File: config.mk
export PLATFORM = sky130hd
export DESIGN_NAME = stage_mem_bus
export DESIGN_NICKNAME = d
export VERILOG_FILES = /design/src/rtl/stage_mem_bus_pkg.sv /design/src/rtl/stage_mem_bus_lane_align.sv /design/src/rtl/stage_mem_bus.sv
export SDC_FILE = /design/constraint.sdc
export NUM_CORES = 1
export LEC_CHECK = 0
export BUFFER_PORTS_ARGS = -buffer_cell sky130_fd_sc_hd__buf_2
export CAP_MARGIN = 20
export CORE_AREA = 2 2 159 161
export DETAILED_ROUTE_END_ITERATION = 8
export DIE_AREA = 0 0 161 163
export GPL_TIMING_DRIVEN = 0
export PLACE_DENSITY_LB_ADDON = 0.05
export SYNTH_ARGS = -nofsm -noshare
export SYNTH_HDL_FRONTEND = slang
export SYNTH_HIERARCHICAL = 1
export SYNTH_SLANG_ARGS = --single-unit
File: constraint.sdc
create_clock -name clk -period 7.08 [get_ports clk]
set_input_delay 0.354 -clock clk [delete_from_list [all_inputs] [get_ports clk]]
set_output_delay 0.354 -clock clk [all_outputs]
set_load 0.02 [all_outputs]
File: src/rtl/stage_mem_bus_pkg.sv
// Shared definitions for the memory-access stage: FSM states, exception causes
// and RISC-V funct3 size/sign decode.
package stage_mem_bus_pkg;

  typedef enum logic [1:0] {
    ST_IDLE = 2'd0,
    ST_REQ  = 2'd1,
    ST_WAIT = 2'd2,
    ST_DONE = 2'd3
  } state_t;

  localparam logic [3:0] CAUSE_LD_MISALIGN = 4'd4;
  localparam logic [3:0] CAUSE_LD_FAULT    = 4'd5;
  localparam logic [3:0] CAUSE_ST_MISALIGN = 4'd6;
  localparam logic [3:0] CAUSE_ST_FAULT    = 4'd7;

  // funct3[1:0] is log2 of the access size; funct3[2] selects zero-extension.
  localparam logic [1:0] F3_SZ_B = 2'd0;
  localparam logic [1:0] F3_SZ_H = 2'd1;
  localparam logic [1:0] F3_SZ_W = 2'd2;
  localparam logic [1:0] F3_SZ_D = 2'd3;
  localparam int         F3_UNSIGNED_BIT = 2;

endpackage

File: src/rtl/stage_mem_bus_lane_align.sv
// Combinational lane alignment: store strobes and lane replication, load
// extraction with sign/zero extension. Offsets are rounded down to the size.
module mem_lane_align
  import stage_mem_bus_pkg::*;
#(
  parameter int XLEN = 64
) (
  input  logic [1:0]                    st_slog,
  input  logic [$clog2(XLEN/8)-1:0]     st_off,
  input  logic [XLEN-1:0]               st_data,
  output logic [XLEN/8-1:0]             st_strb,
  output logic [XLEN-1:0]               st_lanes,
  input  logic [2:0]                    ld_funct3,
  input  logic [$clog2(XLEN/8)-1:0]     ld_off,
  input  logic [XLEN-1:0]               ld_raw,
  output logic [XLEN-1:0]               ld_data
);

  localparam int NB    = XLEN / 8;
  localparam int OFF_W = $clog2(NB);

  // A doubleword on a 32-bit datapath is faulted upstream; clamp so indexing stays in range.
  function automatic logic [1:0] eff_slog(input logic [1:0] slog);
    if (XLEN == 32 && slog == F3_SZ_D) return F3_SZ_W;
    return slog;
  endfunction

  function automatic logic [OFF_W-1:0] align_down(input logic [OFF_W-1:0] off,
                                                  input logic [1:0] slog);
    logic [OFF_W-1:0] lo;
    lo = OFF_W'((4'd1 << slog) - 4'd1);
    return off & ~lo;
  endfunction

  logic [1:0]       st_es, ld_es;
  logic [3:0]       st_size, ld_size;
  logic [OFF_W-1:0] st_aoff, ld_aoff;
  logic [XLEN-1:0]  ld_shift;
  logic             ld_fill;

  assign st_es   = eff_slog(st_slog);
  assign st_size = 4'd1 << st_es;
  assign st_aoff = align_down(st_off, st_es);

  assign ld_es    = eff_slog(ld_funct3[1:0]);
  assign ld_size  = 4'd1 << ld_es;
  assign ld_aoff  = align_down(ld_off, ld_es);
  assign ld_shift = ld_raw >> {ld_aoff, 3'b000};
  assign ld_fill  = ~ld_funct3[F3_UNSIGNED_BIT] & ld_shift[8*int'(ld_size)-1];

  always_comb begin
    st_strb  = '0;
    st_lanes = '0;
    ld_data  = '0;
    for (int i = 0; i < NB; i++) begin
      st_strb[i] = (i >= int'(st_aoff)) && (i < int'(st_aoff) + int'(st_size));
      st_lanes[8*i +: 8] = st_data[8*(i & (int'(st_size) - 1)) +: 8];
      ld_data[8*i +: 8]  = (i < int'(ld_size)) ? ld_shift[8*i +: 8] : {8{ld_fill}};
    end
  end

endmodule

File: src/rtl/stage_mem_bus.sv
// Memory-access pipeline stage bridging execute/writeback to a valid/ready bus.
// Optional feature: define MEM_MISALIGN_EXC_EN to trap misaligned accesses.
module stage_mem_bus
  import stage_mem_bus_pkg::*;
#(
  parameter int XLEN   = 64,
  parameter int ADDR_W = 64
) (
  input  logic              clk,
  input  logic              rst,
  input  logic              mem_flush,
  output logic              mem_ready,
  input  logic              req_valid,
  input  logic              req_write,
  input  logic [2:0]        req_funct3,
  input  logic [ADDR_W-1:0] req_addr,
  input  logic [XLEN-1:0]   req_wdata,
  output logic [XLEN-1:0]   rdata,
  output logic              rdata_valid,
  output logic              exc_valid,
  output logic [3:0]        exc_cause,
  output logic              bus_req_valid,
  input  logic              bus_req_ready,
  output logic [ADDR_W-1:0] bus_addr,
  output logic              bus_we,
  output logic [XLEN/8-1:0] bus_wstrb,
  output logic [XLEN-1:0]   bus_wdata,
  input  logic              bus_resp_valid,
  input  logic [XLEN-1:0]   bus_resp_data,
  input  logic              bus_resp_err
);

  localparam int NB    = XLEN / 8;
  localparam int OFF_W = $clog2(NB);

  state_t state, state_nxt;
  logic   kill, accept;

  logic [2:0]       funct3_p0;
  logic [OFF_W-1:0] off_p0;
  logic             write_p0;
  logic [XLEN-1:0]  rdata_p1;
  logic             err_p1;

  logic [OFF_W-1:0] req_off;
  logic             size_fault, misalign, exc_idle;
  logic [3:0]       cause_idle;
  logic [NB-1:0]    st_strb;
  logic [XLEN-1:0]  st_lanes, ld_data;

  assign req_off    = req_addr[OFF_W-1:0];
  assign size_fault = (XLEN == 32) && (req_funct3[1:0] == F3_SZ_D);
`ifdef MEM_MISALIGN_EXC_EN
  assign misalign = |(req_off & OFF_W'((4'd1 << req_funct3[1:0]) - 4'd1));
`else
  assign misalign = 1'b0;
`endif
  assign exc_idle   = size_fault | misalign;
  assign cause_idle = size_fault ? (req_write ? CAUSE_ST_FAULT : CAUSE_LD_FAULT)
                                 : (req_write ? CAUSE_ST_MISALIGN : CAUSE_LD_MISALIGN);

  mem_lane_align #(.XLEN(XLEN)) u_align (
    .st_slog   (req_funct3[1:0]),
    .st_off    (req_off),
    .st_data   (req_wdata),
    .st_strb   (st_strb),
    .st_lanes  (st_lanes),
    .ld_funct3 (funct3_p0),
    .ld_off    (off_p0),
    .ld_raw    (bus_resp_data),
    .ld_data   (ld_data)
  );

  always_comb begin
    state_nxt   = state;
    accept      = 1'b0;
    mem_ready   = 1'b0;
    rdata_valid = 1'b0;
    exc_valid   = 1'b0;
    exc_cause   = 4'd0;
    unique case (state)
      ST_IDLE: begin
        mem_ready = 1'b1;
        if (req_valid && !mem_flush) begin
          if (exc_idle) begin
            exc_valid = 1'b1;
            exc_cause = cause_idle;
          end else begin
            mem_ready = 1'b0;
            accept    = 1'b1;
            state_nxt = ST_REQ;
          end
        end
      end
      ST_REQ:  if (bus_req_ready)  state_nxt = ST_WAIT;
      ST_WAIT: if (bus_resp_valid) state_nxt = ST_DONE;
      ST_DONE: begin
        mem_ready = 1'b1;
        state_nxt = ST_IDLE;
        if (!kill && !mem_flush) begin
          if (err_p1) begin
            exc_valid = 1'b1;
            exc_cause = write_p0 ? CAUSE_ST_FAULT : CAUSE_LD_FAULT;
          end else begin
            rdata_valid = ~write_p0;
          end
        end
      end
      default: state_nxt = ST_IDLE;
    endcase
  end

  // p0: request capture at acceptance, bus request held until accepted
  always_ff @(posedge clk or negedge rst) begin
    if (!rst) begin
      state         <= ST_IDLE;
      kill          <= 1'b0;
      bus_req_valid <= 1'b0;
      bus_we        <= 1'b0;
      bus_wstrb     <= '0;
      bus_wdata     <= '0;
      bus_addr      <= '0;
      funct3_p0     <= '0;
      off_p0        <= '0;
      write_p0      <= 1'b0;
      rdata_p1      <= '0;
      err_p1        <= 1'b0;
    end else begin
      state <= state_nxt;
      if (accept) begin
        bus_req_valid <= 1'b1;
        bus_we        <= req_write;
        bus_wstrb     <= st_strb;
        bus_wdata     <= st_lanes;
        bus_addr      <= req_addr & ~ADDR_W'(NB - 1);
        funct3_p0     <= req_funct3;
        off_p0        <= req_off;
        write_p0      <= req_write;
        kill          <= 1'b0;
      end else if (state == ST_REQ && bus_req_ready) begin
        bus_req_valid <= 1'b0;
      end
      // Flush cannot retract an issued request; remember it and drop the result.
      if ((state == ST_REQ || state == ST_WAIT) && mem_flush)
        kill <= 1'b1;
      // p1: response capture
      if (state == ST_WAIT && bus_resp_valid) begin
        rdata_p1 <= ld_data;
        err_p1   <= bus_resp_err;
      end
    end
  end

  assign rdata = rdata_p1;

endmodule
==> impl_metrics.py <==
metrics = {
    "synthesis": {
        "ys_top_cells_by_count": "209 x dfrtp_1, 163 x mux2_2, 126 x nand2_1, 78 x mux2_1, 77 x nor2_1",
        "synthMuxAreaShare": 0.271,
        "ys_ff_latch": 209,
        "synth-adder-area-share": 0.00965,
        "post_synth_and_or_nand_nor_area_fraction": 0.110,
        "synth_compound_area_frac": 0.0976,
        "synth_flop_cell": "dfrtp_1",
        "synth_area_leaders": "dfrtp_1 46%, mux2_2 16%, mux2_1 7.7%, nand2_1 4.1%, nor2_1 2.5%",
        "synth_top_cell_area_share": 0.458,
        "yosysWarnings": 6,
        "synth_xor_area_frac": 0.00153,
        "postSynthCellCount": 1054,
        "synth_async_sr_flop_share": 1.00,
        "synth_top_family_by_area": "multiplexers",
        "synth-edff-count": 0,
        "yosysMostFrequentCell": "dfrtp_1",
        "yosysTopAreaCell": "dfrtp_1",
        "netlist_area_um2": 11400,
        "ys_seq_area_frac": 0.458,
        "synth_cell_types": 60,
        "avgSynthCellArea_um2": 10.8,
    },
    "place": {
        "place_congestion": 0.966,
        "place_ws_ns": 3.72,
        "portBuffers": 407,
        "dpl_cell_area_um2": 13900,
        "place_hpwl_um": 29100,
        "dp.cells": 1795,
    },
    "power_and_ir_drop": {
        "leakage_nw": 7.29,
        "p_comb_frac": 0.551,
        "p_per_area_nw_per_um2": 506,
        "ir_worst_vdd_mv": 0.285,
        "p_int_mw": 4.17,
        "power_switching_mw": 3.30,
        "p_clk_frac": 0.172,
        "pwr-share-seq": 0.278,
        "switching_share": 0.442,
    },
    "clock_network": {
        "cts_buffer_depth": 3,
        "clkSinkCount": 209,
        "path_clk_slew_ns": 0.06,
        "cts_tree": "done",
        "cts_resized": 0,
        "htree_levels": 1,
        "root_buffer": "clkbuf_16",
        "clkLatencyLatePin_ns": 0.53,
        "cts_buffers": 23,
    },
    "routing": {
        "dr_total_vias": 10031,
        "wl_um": 37800,
        "wl_per_cell_um": 20.5,
        "drt_iter0_markers": 715,
        "ant_nets": 0,
        "viasPerCell": 5.45,
        "drc": 0,
        "firstDrtPassIters": 8,
    },
    "setup_path": {
        "required_ns": 7.49,
        "crit_type": "register to register",
        "arrival_ns": 3.80,
        "crit_path_max_fanout": 10,
        "start_kind": "register",
        "endpoint_kind": "register",
    },
    "cells_and_area": {
        "stdcell_count": 1842,
        "fin_nets": 1702,
        "drive_gt1_frac": 0.445,
        "syn_to_final_growth_pct": 29.2,
        "fin_area_um2": 14700,
        "seq_area_um2": 5230,
        "fillers": 2209,
        "multiInputGateArea_um2": 5610,
        "final_core_util": 0.598,
    },
    "sta": {
        "clock_skew_ns": 0.00892,
        "post-route-min-period_ns": 3.39,
        "fmax_mhz": 295,
        "fin_ws_ns": 3.69,
        "final-hold-violation-count": 0,
        "drv_slew": 0,
        "worstMarginPinSlew_ns": 0.880,
        "period_share": 0.479,
        "setup_violations": 0,
        "max_slew_margin": 0.414,
        "setup-tns-final_ns": 0,
        "rsz0062_at_grt": "no",
    },
    "global_routing": {
        "grt_pass1_vias": 10019,
        "track_usage": 0.280,
        "antenna_found_initial": 5,
        "grt_max_degree": 112,
        "grt_pass1_wl_um": 56900,
        "gr-total-overflow": 0,
    },
    "floorplanning": {
        "fp.dieH_um": 163,
        "fp.coreArea_um2": 24700,
        "start_util": 0.463,
        "die_area_um2": 26200,
        "rows": 58,
        "io-pin-count": 412,
        "die_x_um": 161,
    },
    "flow_run": {
        "cap_violations": 0,
    },
    "status": {
        "outcome": "complete, no violations",
    },
    "hold_path": {
        "hold_class": "input port to register",
    },
}
-- through the flow --
| stage | hold WS [ns] | power [mW] |
|---|---|---|
| global route | 0.0247 | 7.90 |
| CTS | 0.0137 | 7.49 |
| global placement | 0.460 | 6.14 |
| finish | 0.0330 | 7.47 |
| floorplan | 0.0584 | 4.78 |
| detailed placement | 0.468 | 6.19 |
-- path summary, 6_finish.rpt --
| path | from | to | slack, ns | cells past startpoint |
|---|---|---|---|---|
| max in group asynchronous | rst | rdata[43] | 5.60 | 3 |
| setup / recovery | funct3_p0[1] | rdata[7] | 3.69 | 10 |
| hold reg to reg | bus_addr[43] | bus_addr[43] | 0.48 | 1 |
| hold / removal | req_addr[61] | bus_addr[61] | 0.03 | 2 |
| setup reg to reg | funct3_p0[1] | rdata[7] | 3.69 | 10 |
| min in group asynchronous | rst | bus_addr[41] | 0.49 | 2 |
-- placed cells by master (no fill, tap or decap), types with 4 or more instances in the layout --
cell type and count:
clkbuf_1 50, ha_1 8, o211ai_1 4, o21ai_0 16, buf_4 14, conb_1 4, buf_6 15, o21a_1 10
mux2i_1 27, a211o_1 6, a21oi_1 35, clkbuf_8 7, mux2_1 78, diode_2 5, nand2b_1 7, o2bb2ai_1 8
mux2_2 163, o22ai_1 7, nor2b_1 9, and2_1 5, a31oi_1 16, nor3_1 9, mux4_2 5, inv_1 8
nand3b_1 7, and3_1 17, a211oi_1 10, nor2_1 77, clkbuf_16 23, nand2_1 126, buf_2 425, o21ai_1 40
nand3_1 12, dfrtp_1 209
-- power by group through the flow --
stage / clock network [mW] / registers (mW) / logic (mW)
floorplan: 0 / 2.76 / 2.02
global placement: 0 / 2.07 / 4.07
detailed placement: 0 / 2.09 / 4.10
CTS: 1.31 / 2.08 / 4.10
global route: 1.36 / 2.15 / 4.39
finish: 1.28 / 2.08 / 4.11
-- registers in the layout, summed over array words and instances, names as in the netlist, 2 cells and up --
name,count
bus_addr,61
bus_wdata,64
bus_wstrb,8
funct3_p0,3
off_p0,3
rdata,64
state,2
-- per-layer routing --
layer | vias up | GRT usage | share of wire
met2 | 520 | 0.455 | 0.46
li1 | 4607 | - | -
met1 | 4814 | 0.361 | 0.40
met3 | 90 | 0.0703 | 0.10
met5 | - | 0 | 0
met4 | 0 | 0.112 | 0.036
-- kinds of logic after synthesis --
family | after synthesis
muxes | 273
buffers and inverters | 106
other | 1
xor gates and xnor gates | 2
AOI/OAI and AO/OA | 173
DFF | 209
and+or+nand+nor | 281
adders and majority gates | 9
-- area by class of cell --
class	count	share of cell area
Tap cell	330	0.0280
Sequential cell	209	0.355
Inverter	9	0.00229
Buffer	97	0.0375
Timing Repair Buffer	409	0.141
Clock buffer	34	0.0466
Multi-Input combinational cell	742	0.380
Antenna cell	5	0.000848
Clock inverter	7	0.00848
-- worst max-delay path, stage by stage (launching register included) --
cell and delay (ns):
dfrtp_1 0.39, clkbuf_1 0.22, buf_2 0.25, clkinv_1 0.19, o21ai_0 0.12, a222oi_1 0.54, o2111ai_2 0.24, o31ai_4 0.64
buf_6 0.27, a31oi_1 0.12, mux2_2 0.29
-- what timing repair did --
item,CTS,global route
endpoints found under the hold margin,110,0
buffers inserted,0,0
hold buffers,1,0
(Power assumes the default switching activity.)
